==> config.mk <==
export PLATFORM = sky130hd
export DESIGN_NAME = param_up_down_counter
export DESIGN_NICKNAME = d
export VERILOG_FILES = /design/src/rtl/counter_pkg.sv /design/src/rtl/param_up_down_counter_step.sv /design/src/rtl/param_up_down_counter.sv
export SDC_FILE = /design/constraint.sdc
export NUM_CORES = 1
export LEC_CHECK = 0
export CAP_MARGIN = 20
export CORE_ASPECT_RATIO = 0.75
export CORE_MARGIN = 10
export CORE_UTILIZATION = 40
export CTS_CLUSTER_SIZE = 28
export DETAILED_ROUTE_END_ITERATION = 7
export PLACE_DENSITY_LB_ADDON = 0.12
export SYNTH_ARGS = -nofsm -noshare
export SYNTH_HDL_FRONTEND = slang
export SYNTH_SLANG_ARGS = --single-unit
==> constraint.sdc <==
create_clock -name clk -period 3 [get_ports clk]
set_input_delay 0.9 -clock clk [delete_from_list [all_inputs] [get_ports clk]]
set_output_delay 0.9 -clock clk [all_outputs]
set_load 0.03 [all_outputs]
==> src/rtl/counter_pkg.sv <==
// Shared constants and helpers for the parametrised up/down counter family.
// Latency: n/a (package only).
// Backpressure: n/a (package only).
package counter_pkg;

    // Behaviour at the range ends
    localparam int CNT_WRAP = 0;
    localparam int CNT_SAT  = 1;

    // Default highest count for a given width: 2**width - 1, computed wide
    // so that width = 32 does not overflow.
    function automatic longint default_max(input int width);
        return (longint'(1) << width) - 64'sd1;
    endfunction

    // Limit a value to the top of the counting range
    function automatic logic [31:0] clamp_max(input logic [31:0] val,
                                              input logic [31:0] max_val);
        return (val > max_val) ? max_val : val;
    endfunction

endpackage

==> src/rtl/param_up_down_counter_step.sv <==
// Next-count computation for one enabled step, plus wrap / saturation events.
// Latency: purely combinational.
// Backpressure: none; result is valid whenever inputs are.
module counter_step
    import counter_pkg::*;
#(
    parameter int              WIDTH    = 8,
    parameter logic [WIDTH-1:0] MAX_VAL = '1,
    parameter int              SATURATE = CNT_WRAP
) (
    input  logic [WIDTH-1:0] cur_val,
    input  logic             up_down,
    input  logic             en,
    output logic [WIDTH-1:0] next_val,
    output logic             wrap_evt,
    output logic             sat_evt
);

    // Explicit range-end compares so non-power-of-two ranges wrap correctly
    always_comb begin
        next_val = cur_val;
        wrap_evt = 1'b0;
        sat_evt  = 1'b0;
        if (en) begin
            if (up_down) begin
                if (cur_val < MAX_VAL) begin
                    next_val = cur_val + WIDTH'(1);
                end else if (SATURATE == CNT_SAT) begin
                    sat_evt = 1'b1;
                end else begin
                    next_val = '0;
                    wrap_evt = 1'b1;
                end
            end else begin
                if (cur_val != '0) begin
                    next_val = cur_val - WIDTH'(1);
                end else if (SATURATE == CNT_SAT) begin
                    sat_evt = 1'b1;
                end else begin
                    next_val = MAX_VAL;
                    wrap_evt = 1'b1;
                end
            end
        end
    end

endmodule

==> src/rtl/param_up_down_counter.sv <==
// Up/down counter with configurable width/modulus, wrap or saturate, clear and load.
// Latency: counter, wrap and sat_hit update one clk edge after inputs are sampled.
// Backpressure: none; every edge acts on the sampled controls (clear > load > en).
module param_up_down_counter
    import counter_pkg::*;
#(
    parameter int     WIDTH    = 8,
    parameter longint MAX_VAL  = default_max(WIDTH),
    parameter int     SATURATE = CNT_WRAP
) (
    input  logic             clk,
    input  logic             reset,
    input  logic             clear,
    input  logic             load,
    input  logic [WIDTH-1:0] load_val,
    input  logic             en,
    input  logic             up_down,
    output logic [WIDTH-1:0] counter,
    output logic             at_max,
    output logic             at_min,
    output logic             wrap,
    output logic             sat_hit
);

    // Reject configurations the counter cannot represent
    if (WIDTH < 2 || WIDTH > 32) begin : g_bad_width
        $fatal(1, "param_up_down_counter: WIDTH must be 2..32");
    end
    if (MAX_VAL < 1 || MAX_VAL > default_max(WIDTH)) begin : g_bad_max
        $fatal(1, "param_up_down_counter: MAX_VAL must be 1..2**WIDTH-1");
    end
    if (SATURATE != CNT_WRAP && SATURATE != CNT_SAT) begin : g_bad_mode
        $fatal(1, "param_up_down_counter: SATURATE must be 0 or 1");
    end

    localparam logic [WIDTH-1:0] MAX_W = WIDTH'(MAX_VAL);

    logic [WIDTH-1:0] counter_q, counter_d;
    logic             wrap_q, wrap_d;
    logic             sat_hit_q, sat_hit_d;

    logic [WIDTH-1:0] step_val;
    logic             step_wrap;
    logic             step_sat;
    logic [WIDTH-1:0] load_clamped;

    counter_step #(
        .WIDTH    (WIDTH),
        .MAX_VAL  (MAX_W),
        .SATURATE (SATURATE)
    ) u_step (
        .cur_val  (counter_q),
        .up_down  (up_down),
        .en       (en),
        .next_val (step_val),
        .wrap_evt (step_wrap),
        .sat_evt  (step_sat)
    );

    // Loaded values above the range are pulled down to the top count
    always_comb begin
        load_clamped = WIDTH'(clamp_max(32'(load_val), 32'(MAX_W)));
    end

    // Priority mux: clear beats load beats counting; only counting raises events
    always_comb begin
        counter_d = counter_q;
        wrap_d    = 1'b0;
        sat_hit_d = 1'b0;
        if (clear) begin
            counter_d = '0;
        end else if (load) begin
            counter_d = load_clamped;
        end else begin
            counter_d = step_val;
            wrap_d    = step_wrap;
            sat_hit_d = step_sat;
        end
    end

    // State and event pulse registers
    always_ff @(posedge clk or posedge reset) begin
        if (reset) begin
            counter_q <= '0;
            wrap_q    <= 1'b0;
            sat_hit_q <= 1'b0;
        end else begin
            counter_q <= counter_d;
            wrap_q    <= wrap_d;
            sat_hit_q <= sat_hit_d;
        end
    end

    assign counter = counter_q;
    assign wrap    = wrap_q;
    assign sat_hit = sat_hit_q;
    assign at_max  = (counter_q == MAX_W);
    assign at_min  = (counter_q == '0);

endmodule

Word-level counts from Yosys, hierarchy flattened

Index checks and enable logic that the tools add are counted.

Reduce and logical (&&, ||, !) cells: 3
Eq/ne operators: 1
Add/sub/neg operators: 2
Multiply operators: 0
Divide/modulo/power cells: 0
Bitwise operators: 0
$lt $le $gt $ge: 1
Multiplexer cells: 12
Shift operators: 0

Operator list:

| kind                                                               | number |
|---|---|
| 8-bit two-way mux                                                  | 6 |
| 8-bit by 1-bit adder with 8-bit output, second input constant      | 1 |
| 8-bit equality test, second input constant                         | 1 |
| 8-bit zero test                                                    | 1 |
| 8-bit less-than comparator, second input constant                  | 1 |
| 8-bit nonzero test                                                 | 1 |
| 8-bit by 1-bit subtractor with 8-bit output, second input constant | 1 |
| 1-bit two-way mux                                                  | 6 |
| 3-bit nonzero test                                                 | 1 |

Output and inout bits: 12
Word-level logic and storage cells: 21
Memories kept: 0
Bits in writable memories: 0
Register bits: 9
Input port bits: 14
Latch bits: 0
Bits in read-only memories: 0

Longest topological paths before layout

Depth in word-level cells: 6
Depth in mapped cells: 7
Depth with buffers taken out: 6

Cells and area by module

From an unflattened synthesis, not the netlist that was laid out.

Cell total of the unflattened synthesis: 115
Area total of the unflattened synthesis: 915.9 µm²

By module, submodules not included:

| module                | times used | area each (µm²) | cells each |
|---|---|---|---|
| counter_step          | 1          | 493.0           | 78 |
| param_up_down_counter | 1          | 422.9           | 37 |

Least setup slack after synthesis

Ideal clock, no wire load.

Kind: register to output
Start: register counter_q[0], in the netlist counter[0]
End: output port at_max
Path buffers: 0
Data required time: 2100 ps
Path slack: 707 ps
Arrival time: 1393 ps
Stages on the path, launching flop included: 4
Cells stage by stage: dfrtp_1 > ha_1 > and2_2 > and3_1

Word-level cells in the longest chain between the ends: 1

Ends and longest elaborated chain:

| item                   | line                        | text |
|---|---|---|
| from (decl)            | param_up_down_counter.sv:38 | `logic [WIDTH-1:0] counter_q, counter_d;` |
| from (signal assigned) | param_up_down_counter.sv:88 | `counter_q <= counter_d;` |
| 8-bit equality test    | param_up_down_counter.sv:97 | `assign at_max = (counter_q == MAX_W);` |
| to (decl)              | param_up_down_counter.sv:19 | `output logic at_max,` |

No other way between the ends.

Worst setup path in the final report

Same ends and word-level chain as after synthesis.

==> summary.md <==
| Metric | Value |
|---|---|
| Status | `complete, no violations` |
| Reg area | `225 um^2` |
| Vias in the first global route | `1012` |
| Hold path cells | `2` |
| PwrDens | `349 mW/mm^2` |
| Worst-Margin Slew | `525 ps` |
| CP peak stage delay | `530 ps` |
| Placed Cells | `176` |
| Sw frac | `0.401` |
| Clock Path Buffers | `2` |
| Worst IR Drop VDD | `0.144 mV` |
| Gate power share | `0.433` |
| Reg2Reg Depth | `6` |
| Detailed Route Iter0 Violations | `59` |
| ANT cells | `0` |
| Layout cell share with drive strength beyond 1 | `0.151` |
| Pre-antenna DRT Iters | `4` |
| Area leader, netlist | `dfrtp_1` |
| Area of the multi-input gates | `642 um^2` |
| Total CTS buffers | `3` |
| Area Overhead vs Synth | `31.9%` |
| Clk_skew | `1.59 ps` |
| Psw | `0.177 mW` |
| Flop pwr share | `0.333` |
| FF-to-FF End | `counter[4]$_DFFE_PP0P_` |
| Cell Chain, Critical Path | `ha_1 -> and2_2 -> and3_1 -> dlygate4sd2_1` |
| Slowest stage cell, crit path | `dfrtp_1` |
| Part of the cycle the worst path needs | `0.913` |
| Synth top area cells | `dfrtp_1 (23%), a21oi_1 (5.2%), nor2_1 (4.7%)` |
| Primary FF master, synth | `dfrtp_1` |
| Hold WC Path Type | `register to register` |
| Post-synth top area share | `0.234` |
| Min cycle time layout | `2740 ps` |
| CP Class | `register to output port` |
| Beginning of the worst hold path | `counter[7]$_DFFE_PP0P_` |
| H-tree levels | `1` |
| Final Cell Area | `0.00127 mm^2` |
| Initial antenna violation count | `0` |
| Register bit count reported by yosys | `9` |
| Root Driver | `clkbuf_4` |
| Most common cell in the netlist | `nor2_1` |
| Total Routing Usage GR | `0.124` |
| Ys async rst share | `1.00` |
| Avg WL per Cell | `16.6 um` |
| Ys Warns | `0` |
| Max_cap viols | `0` |
| Syn_nets | `139` |
| # IOs | `26` |
| CTS tree | `yes` |
| Unrepaired setup endpoints after global routing | `false` |
| Clk pin slew, worst setup/hold paths | `70 ps` |
| FILL cells | `232` |
| Post-CTS setup buffer count | `0` |
| Sequential-to-total area share from yosys stat | `0.234` |
| Unique masters post-synth | `48` |
| Num rows | `15` |
| Antenna-violating nets left | `0` |
| Core area | `0.00229 mm^2` |
| Hold Fails Final Rpt | `0` |
| Internal cell power | `0.265 mW` |
| Die X | `76.6 um` |
| Initial Util | `0.420` |
| Vias | `1021` |
| Die area | `0.00479 mm^2` |
| Top cells by count, synth | `nor2_1 (12), a21oi_1 (10), inv_1 (10)` |
| Worst EP required | `2100 ps` |
| Syn Inst Count | `122` |
| Crit path DAT | `1840 ps` |
| Vias/cell | `5.67` |
| Reg2reg setup slack | `1160 ps` |
| Largest net degree at the start of global routing | `15` |
| Slew Limit Fails | `0` |
| Post-Layout Cell Count | `180` |
| Endpoints failing setup | `0` |
| Crit-path max FO | `10` |
| Mapped Area | `962 um^2` |
| Max-slew headroom | `0.649` |
| Maximum clock rate | `365 MHz` |
| Placed cell areas | `0.00124 mm^2` |
| EDFF count, synth | `0` |
| GRT overflow | `0` |
| WHS Endpoint | `counter[7]$_DFFE_PP0P_` |
| Mapped Avg Cell Area | `7.89 um^2` |
| Final wirelength | `2.99 mm` |
| Port bufs | `24` |
| Clk network pwr share | `0.233` |
| Nets | `164` |
| DR DRC count | `0` |
| Worst r2r src | `counter[0]$_DFFE_PP0P_` |
| First-pass GRT wire length | `4.93 mm` |
| Die Height | `62.5 um` |
| GPL Wtd Cong | `0.880` |
| Clk sink count | `9` |
| Setup TNS | `0 ps` |
| Post-DP HPWL | `2.33 mm` |
| Setup crit end kind | `output port` |
| Worst skew pair latency | `270 ps` |
| Hold buffer count at cts | `0` |
| Crit path launch type | `register` |
| Leak | `0.547 nW` |
## critical path, delay by kind of cell (launching register included)
| family | cells | cell delay, ps |
|---|---|---|
| DFF | 1 | 530 |
| and+or+nand+nor | 2 | 360 |
| adders and majority gates | 1 | 280 |
| buffers and inverters | 1 | 400 |
## area by class of cell
class                           count  area share
Multi-Input combinational cell     92       0.506
Timing Repair Buffer               31       0.232
Sequential cell                     9       0.178
Tap cell                           34      0.0335
Inverter                           10      0.0296
Clock buffer                        3      0.0178
Clock inverter                      1     0.00394
## power groups by stage
stage	combinational [mW]	sequential, mW	clock (mW)
2_1_floorplan	0.112	0.161	0
3_3_place_gp	0.188	0.149	0
3_5_place_dp	0.191	0.149	0
4_1_cts	0.192	0.147	0.106
5_1_grt	0.209	0.149	0.110
6_report	0.192	0.147	0.103
## logic make-up (layout without fill, tap and decap cells)
| kind of cell | after synthesis | count (layout) | share of synthesized area |
|---|---|---|---|
| simple gates | 45 | 45 | 0.282 |
| compound gates | 36 | 36 | 0.277 |
| buf+inv | 21 | 45 | 0.0988 |
| flops | 9 | 9 | 0.234 |
| xor+xnor | 6 | 6 | 0.0546 |
| fa+ha+maj | 3 | 3 | 0.0390 |
| other cells | 1 | 1 | 0.00390 |
| mux | 1 | 1 | 0.0104 |
## what timing repair did
item / in CTS / in global routing
endpoints found under the setup margin: 1 / 1
gates resized for setup: 1 / 1
hold endpoints to repair: 0 / 0
## worst max-delay path by stage
stage,from,endpoint,slack [ps],cells after the start
2_1_floorplan,counter[0]$_DFFE_PP0P_,at_max,710,3
4_1_cts,counter[0]$_DFFE_PP0P_,at_min,20,5
3_3_place_gp,counter[0]$_DFFE_PP0P_,at_max,340,4
3_5_place_dp,counter[0]$_DFFE_PP0P_,at_max,280,4
6_report,counter[0]$_DFFE_PP0P_,at_max,260,4
5_1_grt,counter[0]$_DFFE_PP0P_,at_max,170,4
## state kept, by name (all words and copies together) (netlist names)
register / cells
counter: 8
wrap: 1
## per-stage QoR
| stage | hold slack (ps) | power, mW | worst slack [ps] | utilization |
|---|---|---|---|---|
| 6_report | 761 | 0.442 | 260 | 0.554 |
| 5_1_grt | 826 | 0.468 | 172 | 0.554 |
| 4_1_cts | 761 | 0.445 | 15.7 | 0.553 |
| 3_5_place_dp | 749 | 0.341 | 283 | 0.542 |
| 3_3_place_gp | 747 | 0.337 | 345 | 0.542 |
| 2_1_floorplan | 728 | 0.272 | 707 | - |
## placed cells by master (no fill, tap or decap), types with 3 or more instances in the layout
master and count:
a31oi_1 3, nand4_1 3, nor2_1 12, nand2_1 4, or3_1 3, a21oi_1 10
nand2b_1 3, buf_4 7, xnor2_1 3, xor2_1 3, clkdlybuf4s50_1 22, inv_1 10
clkbuf_4 3, o21ai_0 5, ha_1 3, dfrtp_1 9, nand3_1 5
## layer usage
metal  global-route usage  vias up  wire length [um]
met3               0.0359        8               197
met1                0.150      487              1350
met4               0.0625        0                80
li1                     -      492                 -
met2                0.195       34              1370
met5                    0        -                 0
Power figures use the tool's default switching activity.
